### config.mk
export PLATFORM = sky130hd
export DESIGN_NAME = player_life
export DESIGN_NICKNAME = d
export VERILOG_FILES = /design/src/rtl/bomber_pkg.sv /design/src/rtl/frame_countdown.sv /design/src/rtl/player_life.sv
export SDC_FILE = /design/constraint.sdc
export NUM_CORES = 1
export LEC_CHECK = 0
export ABC_CLOCK_PERIOD_IN_PS = 8150
export CAP_MARGIN = 20
export CORE_MARGIN = 4
export CORE_UTILIZATION = 51
export CTS_BUF_LIST = sky130_fd_sc_hd__clkbuf_16
export CTS_CLUSTER_DIAMETER = 120
export DETAILED_ROUTE_END_ITERATION = 10
export PLACE_DENSITY = 0.77
export SYNTH_ARGS = -nofsm -noshare
export SYNTH_HDL_FRONTEND = slang
export SYNTH_SLANG_ARGS = --single-unit
### constraint.sdc
create_clock -name clk -period 8.15 [get_ports clk]
set_input_delay 1.63 -clock clk [delete_from_list [all_inputs] [get_ports clk]]
set_output_delay 1.63 -clock clk [all_outputs]
set_load 0.005 [all_outputs]
### src/rtl/bomber_pkg.sv
// Shared types and clamped life arithmetic for the player health blocks.
package bomber_pkg;

    localparam int LIFE_W           = 7;
    localparam int LIFE_MAX_DEFAULT = 100;
    localparam int CNT_W            = 8;

    typedef enum logic [1:0] {
        LS_ALIVE  = 2'd0,
        LS_INVULN = 2'd1,
        LS_DEAD   = 2'd2
    } life_state_t;

    function automatic logic [7:0] sat_sub_life(input logic [7:0] a, input logic [7:0] b);
        return (a > b) ? (a - b) : 8'd0;
    endfunction

    // Sum is formed in 9 bits so the clamp can never see a wrapped value.
    function automatic logic [7:0] sat_add_life(input logic [7:0] a, input logic [7:0] b,
                                                input logic [7:0] max_v);
        logic [8:0] s;
        s = {1'b0, a} + {1'b0, b};
        return (s > {1'b0, max_v}) ? max_v : s[7:0];
    endfunction

endpackage

### src/rtl/frame_countdown.sv
// Loadable down-counter stepped by frame_tick; stops at zero.
module frame_countdown
    import bomber_pkg::*;
#(
    parameter int W = CNT_W
) (
    input  logic         clk,
    input  logic         reset_n,
    input  logic         i_clear,
    input  logic         i_load,
    input  logic [W-1:0] i_load_val,
    input  logic         i_tick,
    output logic [W-1:0] o_count,
    output logic [W-1:0] o_count_nxt,
    output logic         o_zero
);

    logic [W-1:0] r_count;
    logic [W-1:0] w_count_nxt;

    always_comb begin
        w_count_nxt = r_count;
        if (i_clear)
            w_count_nxt = '0;
        else if (i_load)
            w_count_nxt = i_load_val;
        else if (i_tick && (r_count != '0))
            w_count_nxt = r_count - 1'b1;
    end

    always_ff @(posedge clk or negedge reset_n) begin
        if (!reset_n)
            r_count <= '0;
        else
            r_count <= w_count_nxt;
    end

    assign o_count     = r_count;
    assign o_count_nxt = w_count_nxt;
    assign o_zero      = (r_count == '0);

endmodule

### src/rtl/player_life.sv
// Per-player health manager: damage, heals, post-hit invulnerability, regen, death.
module player_life
    import bomber_pkg::*;
#(
    parameter int LIFE_MAX      = LIFE_MAX_DEFAULT,
    parameter int INVULN_FRAMES = 60,
    parameter int REGEN_PERIOD  = 120,
    parameter int BLINK_SHIFT   = 2
) (
    input  logic              clk,
    input  logic              reset_n,
    input  logic              game_start,
    input  logic              frame_tick,
    input  logic              hit,
    input  logic [LIFE_W-1:0] damage,
    input  logic              heal,
    input  logic [LIFE_W-1:0] heal_amount,
    output logic [LIFE_W-1:0] life,
    output logic              dead,
    output logic              invincible,
    output logic              blink
);

    localparam logic [7:0]        MAX8     = 8'(LIFE_MAX);
    localparam logic [LIFE_W-1:0] MAX7     = LIFE_W'(LIFE_MAX);
    localparam logic [7:0]        INV_LOAD = (INVULN_FRAMES == 0) ? 8'd1 : 8'(INVULN_FRAMES);
    localparam logic [7:0]        REGEN_P  = 8'(REGEN_PERIOD);

    life_state_t       r_state;
    logic [7:0]        r_life_cur;
    logic [7:0]        r_regen_cnt;
    logic [LIFE_W-1:0] r_life;
    logic              r_dead;
    logic              r_inv;
    logic              r_blink;

    logic [7:0]   w_hit_life;
    logic [7:0]   w_heal_life;
    logic [7:0]   w_regen_inc;
    logic         w_regen_step;
    logic         w_inv_load;
    logic         w_inv_tick;
    logic         w_inv_done;
    logic [CNT_W-1:0] w_inv_cnt;
    logic [CNT_W-1:0] w_inv_cnt_nxt;
    logic         w_inv_zero;

    assign w_hit_life   = sat_sub_life(r_life_cur, {1'b0, damage});
    assign w_heal_life  = heal ? sat_add_life(r_life_cur, {1'b0, heal_amount}, MAX8) : r_life_cur;
    assign w_regen_inc  = r_regen_cnt + 8'd1;
    assign w_regen_step = (REGEN_PERIOD != 0) && frame_tick && (w_regen_inc == REGEN_P);
    assign w_inv_load   = !game_start && (r_state == LS_ALIVE) && hit && (w_hit_life != 8'd0);
    assign w_inv_tick   = !game_start && (r_state == LS_INVULN) && frame_tick;
    // The expiring tick is the one that walks the counter from 1 down to 0.
    assign w_inv_done   = w_inv_zero || (w_inv_tick && (w_inv_cnt_nxt == '0));

    frame_countdown #(.W(CNT_W)) u_inv_timer (
        .clk         (clk),
        .reset_n     (reset_n),
        .i_clear     (game_start),
        .i_load      (w_inv_load),
        .i_load_val  (INV_LOAD),
        .i_tick      (w_inv_tick),
        .o_count     (w_inv_cnt),
        .o_count_nxt (w_inv_cnt_nxt),
        .o_zero      (w_inv_zero)
    );

    always_ff @(posedge clk or negedge reset_n) begin
        if (!reset_n) begin
            r_state     <= LS_ALIVE;
            r_life_cur  <= MAX8;
            r_regen_cnt <= 8'd0;
            r_life      <= MAX7;
            r_dead      <= 1'b0;
            r_inv       <= 1'b0;
            r_blink     <= 1'b0;
        end else if (game_start) begin
            r_state     <= LS_ALIVE;
            r_life_cur  <= MAX8;
            r_regen_cnt <= 8'd0;
            r_life      <= MAX7;
            r_dead      <= 1'b0;
            r_inv       <= 1'b0;
            r_blink     <= 1'b0;
        end else begin
            // Display samples the pre-update value so the bar only moves on frame edges.
            if (frame_tick)
                r_life <= r_life_cur[LIFE_W-1:0];
            case (r_state)
                LS_ALIVE: begin
                    if (hit) begin
                        r_regen_cnt <= 8'd0;
                        if (w_hit_life == 8'd0) begin
                            r_state    <= LS_DEAD;
                            r_life_cur <= 8'd0;
                            r_dead     <= 1'b1;
                            r_inv      <= 1'b0;
                            r_blink    <= 1'b0;
                        end else begin
                            r_state    <= LS_INVULN;
                            r_life_cur <= w_hit_life;
                            r_inv      <= 1'b1;
                            r_blink    <= w_inv_cnt_nxt[BLINK_SHIFT];
                        end
                    end else begin
                        if (w_regen_step && (w_heal_life < MAX8))
                            r_life_cur <= w_heal_life + 8'd1;
                        else
                            r_life_cur <= w_heal_life;
                        if (frame_tick && (REGEN_PERIOD != 0))
                            r_regen_cnt <= w_regen_step ? 8'd0 : w_regen_inc;
                    end
                end
                LS_INVULN: begin
                    r_life_cur  <= w_heal_life;
                    r_regen_cnt <= 8'd0;
                    if (w_inv_done) begin
                        r_state <= LS_ALIVE;
                        r_inv   <= 1'b0;
                        r_blink <= 1'b0;
                    end else begin
                        r_inv   <= 1'b1;
                        r_blink <= w_inv_cnt_nxt[BLINK_SHIFT];
                    end
                end
                LS_DEAD: begin
                    r_life_cur  <= 8'd0;
                    r_regen_cnt <= 8'd0;
                    r_dead      <= 1'b1;
                    r_inv       <= 1'b0;
                    r_blink     <= 1'b0;
                end
                default: begin
                    r_state <= LS_ALIVE;
                    r_dead  <= 1'b0;
                    r_inv   <= 1'b0;
                    r_blink <= 1'b0;
                end
            endcase
        end
    end

    assign life       = r_life;
    assign dead       = r_dead;
    assign invincible = r_inv;
    assign blink      = r_blink;

endmodule
==> key figures, run 1 <==
Route
  • Pre-Repair DR Iteration Count: 4
  • Drt initial violations: 269
  • Routed WL: 8.95 mm
  • WL/cell: 17.9 µm
  • DRC Markers: 0
  • Via-to-Cell Ratio: 6.38
  • DR vias: 3,194
  • Post-route ant nets: 0

Logic synthesis
  • Synth area leaders: dfrtp_1 (22%), ha_1 (8.1%), dfstp_2 (4.7%)
  • Cell area after synthesis: 3380 µm²
  • Post-synth ARST share: 1.00
  • Number of enable flip-flop cells after synthesis: 0
  • Synth Net Count: 446
  • Top_reg_cell synth: dfrtp_1
  • Yosys reg bits: 36
  • Post-Synthesis Cells: 402
  • Yosys top cell area share: 0.222
  • Post-synth cell types: 79
  • Dominant cell type by area after synthesis: dfrtp_1
  • Avg Inst Size Synth: 8.42 µm²
  • Sequential fraction of the synthesis area: 0.268
  • Synth warn: 0

Floorplan
  • Initial core utilization: 0.530
  • Row cnt: 29
  • Chip width: 89.5 µm
  • Die Y: 89.5 µm
  • Ports: 30
  • DIE AREA: 8000 µm²
  • Core ar.: 6390 µm²

Power and ir drop
  • PwrDens: 320 nW/µm²
  • Internal power: 0.643 mW
  • Leakage power: 1.53 nW
  • NetSw: 0.574 mW
  • Switch share: 0.472
  • Comb pwr share: 0.607
  • Clock group share of total power: 0.157
  • Sequential power share: 0.235
  • Max VDD drop: 0.154 mV
  • Design Power: 1.22 mW

Status
  • Status: completed

Cells and area
  • Fin util: 0.596
  • N_diodes: 0
  • Sequential cell area: 908 µm²
  • Commonest non-fill, non-tap cell in the layout: nor2_1
  • Design area: 3800 µm²
  • Multi-input gate area: 2270 µm²
  • Net count, final: 467
  • Filler instances: 589
  • Most frequent cells in the layout: nor2_1 (35), dfrtp_1 (30), o21ai_0 (29)
  • Synthesis-to-layout area growth: 12.4%
  • Layout cells sized above 1: 0.0825

Setup path
  • CP top delay family: compound AO/OA/AOI/OAI gates
  • Worst R2R Start: r_life_cur[1]
  • Critical Path, Cell by Cell: clkdlybuf4s50_1 -> ha_1 -> inv_1 -> fa_1 -> nand2b_1 -> a2111oi_0 -> a211oi_1 -> a311oi_2 -> o32ai_1 -> ha_1 -> and2_1 -> and3_1 -> nand2b_1 -> a32o_1
  • R2R depth: 12
  • Critical path required time: 8320 ps
  • Critical Path Stages: 14
  • CP arrival: 5030 ps
  • CP Launch Point: heal_amount[0]
  • Worst Setup Start Kind: primary input
  • Worst r2r dst: r_life_cur[4]
  • Setup crit end: r_life_cur[4]
  • CP bufs+invs: 2
  • Crit-path slowest cell: clkdlybuf4s50_1
  • WS Path Type: primary input to flip-flop
  • Max stage delay on crit path: 470 ps
  • CP Capture Type: flip-flop
  • Worst R2R Setup Slack: 4560 ps
  • Critical Path Fanout Max: 5

Clock network
  • Post-CTS Setup Bufs: 0
  • Clock Pin Slew Worst Setup and Hold Paths: 60 ps
  • Clk buf depth: 2
  • CTS tree: done
  • Root Driver: clkbuf_16
  • CTS resizes: 0
  • Num CTS Buffers: 5
  • Clock tree sinks: 36
  • Skew-Pair Late Insertion Delay: 290 ps
  • H-Tree Depth: 2
  • Post-CTS Hold Buffers: 0

Timing
  • Final-report max-slew violation count: 0
  • Min cycle time layout: 4860 ps
  • Fin Setup TNS: 0 ps
  • Final hold vios: 0
  • Endpoints failing setup: 0
  • Fin crit share: 0.597
  • Slew @ Worst Pin: 849 ps
  • FMAX: 0.206 GHz
  • Worst rel slew slack: 0.434
  • Setup Skew: 7.50 ps
  • Unrepaired setup endpoints after global routing: no
  • Min Hold Slack: 529 ps

Global route
  • Initial antenna violation count: 0
  • Overall Global Routing Usage: 0.238
  • Vias in the first global route: 3,130
  • Total grt overflow: 0
  • First-pass GRT wire length: 14.8 mm
  • Largest net degree at the start of global routing: 37

Min path
  • Class of the worst hold path: flip-flop to flip-flop

Placement
  • Placed Area: 3660 µm²
  • Post-DP HPWL: 6.55 mm
  • PortBufs: 29
  • Gpl congestion: 0.919

Job
  • # Max-Cap Violations: 0
per-layer routing:
| layer | GRT usage | wire [µm] | vias to the layer above |
|---|---|---|---|
| li1 | - | - | 1546 |
| met1 | 0.309 | 3990 | 1529 |
| met2 | 0.388 | 4190 | 97 |
| met3 | 0.0424 | 546 | 22 |
| met4 | 0.100 | 217 | 0 |
| met5 | 0 | 0 | - |
worst reg2reg max path, delay by kind of cell, from the launching register on:
| family | cells | cell delay [ps] |
|---|---|---|
| flip-flops | 1 | 490 |
| adder cells (fa/ha/maj) | 2 | 690 |
| buffers and inverters | 1 | 190 |
| AO/OA/AOI/OAI | 5 | 1400 |
| AND/OR/NAND/NOR | 4 | 700 |
how the worst min path moves through the flow:
stage                    from             end  cells after the start
2_1_floorplan  r_regen_cnt[6]  r_regen_cnt[6]                      1
3_3_place_gp   r_regen_cnt[6]  r_regen_cnt[6]                      1
3_5_place_dp          life[0]         life[0]                      2
4_1_cts            invincible      invincible                      1
5_1_grt               life[1]         life[1]                      2
6_report           invincible      invincible                      1
state kept, by name (all words and copies together), names as in the netlist:
register             flops
blink                    1
dead                     1
invincible               1
life                     7
r_life_cur               8
r_regen_cnt              8
r_state                  2
u_inv_timer.o_count      8
metrics by stage:
step,setup WS [ps],instances
2_1_floorplan,3830,402
3_3_place_gp,3190,493
3_5_place_dp,3060,493
4_1_cts,3330,501
5_1_grt,3100,501
6_report,3290,501
logic make-up after synthesis:
family	synth area share
AO/OA/AOI/OAI	0.259
XOR/XNOR	0.0388
adder cells (fa/ha/maj)	0.0932
buffers and inverters	0.0614
flip-flops	0.268
multiplexers	0.0214
AND/OR/NAND/NOR	0.258
Yosys cell counts, drive strengths merged, types with 4 or more instances:
library cell / instances
inv: 24
xnor2: 9
buf: 4
and2: 6
a21oi: 21
o21ai: 31
nand3b: 5
nor2b: 11
dfstp: 6
nor3b: 4
nor4b: 4
and3: 5
or2: 4
nand2: 18
o21a: 7
ha: 22
dfrtp: 30
o32ai: 4
nor3: 16
nand3: 15
or3: 9
clkbuf: 11
xor2: 6
nor2: 35
or4: 5
a31oi: 4
a211o: 4
nand2b: 11
mux2i: 5
o31ai: 6
a2111oi: 4
layout make-up:
class,instances,share of cell area
Inverter,24,0.0237
Tap cell,77,0.0253
Multi-Input combinational cell,325,0.596
Sequential cell,36,0.239
Timing Repair Buffer,31,0.0789
Clock buffer,5,0.0329
Clock inverter,3,0.00428
power groups by stage:
stage          logic (mW)  clock network (mW)  registers, mW
2_1_floorplan       0.571                   0          0.259
3_3_place_gp        0.707                   0          0.287
3_5_place_dp        0.718                   0          0.288
4_1_cts             0.727               0.192          0.286
5_1_grt             0.820               0.201          0.292
6_report            0.739               0.191          0.286
No activity file was read; power rests on OpenSTA's default activity.
==> inputs of run 2 (changes only) <==
- ABC_CLOCK_PERIOD_IN_PS: 8150 -> 4200
- PLACE_DENSITY: 0.77 -> 0.8
- clock period: 8.15 -> 4.2 ns (I/O delays scaled with it)
==> run 2 against run 1 <==
Die area unchanged. Combinational power increased by 100%. Clock-buffer cell count unchanged. Final cell count increased by 2.0%. Cell area increased by 2.0%. Register-to-register slack got worse by 3800 ps. Wire length decreased by 3.8%. Critical endpoint unchanged. Highest routed layer unchanged.
==> key figures, run 2 (synthesized netlist as in run 1, its figures left out) <==
Clock network
  • Clock tree sinks: 36 (unchanged)
  • CTS tree: done (unchanged)
  • Skew-Pair Late Insertion Delay: 280 ps (was 290 ps)
  • CTS resizes: 0 (unchanged)
  • Root Driver: clkbuf_16 (unchanged)
  • Post-CTS Hold Buffers: 0 (unchanged)
  • H-Tree Depth: 2 (unchanged)
  • Clk buf depth: 2 (unchanged)
  • Post-CTS Setup Bufs: 0 (unchanged)
  • Num CTS Buffers: 5 (unchanged)
  • Clock Pin Slew Worst Setup and Hold Paths: 60 ps (about the same)

Global route
  • Initial antenna violation count: 0 (unchanged)
  • Total grt overflow: 0 (unchanged)
  • Overall Global Routing Usage: 0.232 (was 0.238)
  • Largest net degree at the start of global routing: 37 (unchanged)
  • Vias in the first global route: 3,068 (was 3,130)
  • First-pass GRT wire length: 14.8 mm (about the same)

Timing
  • Fin crit share: 0.940
  • Final-report max-slew violation count: 0 (unchanged)
  • Worst rel slew slack: 0.440 (was 0.434)
  • Unrepaired setup endpoints after global routing: no (unchanged)
  • Fin Setup TNS: 0 ps (unchanged)
  • Setup Skew: 8.01 ps (was 7.50 ps)
  • Endpoints failing setup: 0 (unchanged)
  • Final hold vios: 0 (unchanged)
  • Final worst slack: 253 ps (was 3290 ps)
  • Min cycle time layout: 3950 ps
  • Slew @ Worst Pin: 840 ps (was 849 ps)
  • FMAX: 0.253 GHz

Placement
  • PortBufs: 29 (unchanged)
  • Post-DP HPWL: 6.43 mm (was 6.55 mm)
  • Gpl congestion: 0.929 (was 0.919)
  • Dpl ws: 20.5 ps (was 3060 ps)
  • Inst Count DP: 503 (was 493)

Route
  • Routed WL: 8.61 mm (was 8.95 mm)
  • Post-route ant nets: 0 (unchanged)
  • Drt initial violations: 323 (was 269)
  • Via-to-Cell Ratio: 6.29 (was 6.38)
  • WL/cell: 16.9 µm (was 17.9 µm)
  • Pre-Repair DR Iteration Count: 5 (was 4)
  • DR vias: 3,214 (was 3,194)
  • DRC Markers: 0 (unchanged)

Floorplan
  • Row cnt: 29 (unchanged)
  • Chip width: 89.5 µm (unchanged)
  • Core ar.: 6390 µm² (unchanged)
  • Die Y: 89.5 µm (unchanged)
  • Initial core utilization: 0.530 (unchanged)
  • DIE AREA: 8000 µm² (unchanged)
  • Ports: 30 (unchanged)

Setup path
  • Worst Setup Start Kind: primary input (unchanged)
  • CP Capture Type: flip-flop (unchanged)
  • Critical Path Fanout Max: 4 (was 5)
  • Critical path required time: 4370 ps (was 8320 ps)
  • WS Path Type: primary input to flip-flop (unchanged)
  • CP arrival: 4120 ps (was 5030 ps)

Cells and area
  • Commonest non-fill, non-tap cell in the layout: nor2_1 (unchanged)
  • Net count, final: 477 (was 467)
  • Most frequent cells in the layout: nor2_1 (35), dfrtp_1 (30), o21ai_0 (29) (unchanged)
  • Layout cells sized above 1: 0.104 (was 0.0825)
  • N_diodes: 0 (unchanged)
  • Synthesis-to-layout area growth: 14.6% (was 12.4%)
  • Finished Layout Cells: 511 (was 501)
  • Fin util: 0.607 (was 0.596)

Min path
  • Class of the worst hold path: flip-flop to flip-flop (unchanged)

Status
  • Status: completed (unchanged)

Power and ir drop
  • Max VDD drop: 0.310 mV (was 0.154 mV)
  • PwrDens: 619 nW/µm² (was 320 nW/µm²)
  • Leakage power: 1.58 nW (was 1.53 nW)

Job
  • # Max-Cap Violations: 0 (unchanged)
-- run 2: cell types whose count changed in the layout (fill, tap and decap cells not counted), sizes merged --
cell	previous run	this run
buf	3	13
-- run 2: path summary, 6_finish.rpt --
check,from,end,slack [ps],cells past startpoint
hold reg to reg,r_regen_cnt[6],r_regen_cnt[6],520,1
setup / recovery,heal_amount[0],r_life_cur[4],250,14
max in group asynchronous,reset_n,u_inv_timer.o_count[4],3000,1
min in group asynchronous,reset_n,dead,650,1
setup reg to reg,r_life_cur[1],r_life_cur[4],760,12
hold / removal,r_regen_cnt[6],r_regen_cnt[6],520,1
-- run 2: cell type report --
class	count	area, µm²
sequential	36	908
clock inverter	3	16.3
timing repair buffer	41	375
inverter	24	90.1
clock buffer	5	125
fill	554	2510
multi-input combinational	325	2270
tap	77	96.3
-- run 2: routing by layer --
metal / up-vias / global-route usage / wire length [µm]
met2: 110 / 0.384 / 4130
li1: 1564 / - / -
met3: 12 / 0.0286 / 455
met5: - / 0 / 0
met4: 0 / 0.0541 / 104
met1: 1528 / 0.323 / 3920
-- run 2: through the flow --
step                hold slack (ps)  area, µm²  power [mW]
finish                          519       3880        2.40
global placement                504       3740        1.98
CTS                             520       3880        2.38
detailed placement              508       3740        2.01
floorplan                       468       3380        1.61
global route                    555       3880        2.60
-- run 2: power by group --
group          internal (mW)  switching, mW  total, mW
sequential             0.438          0.109      0.547
combinational          0.643          0.850       1.49
clock                  0.216          0.143      0.360
total                   1.30           1.10       2.40
-- run 2: worst max-delay path: stages --
cell and delay (ps):
clkdlybuf4s50_1 460, ha_1 170, inv_1 50, fa_1 390, nand2b_1 220, a21o_1 180
a211oi_1 330, a311oi_2 110, o32ai_1 430, ha_1 220, and2_1 150, and3_1 210
nand3_1 100, a32o_1 270
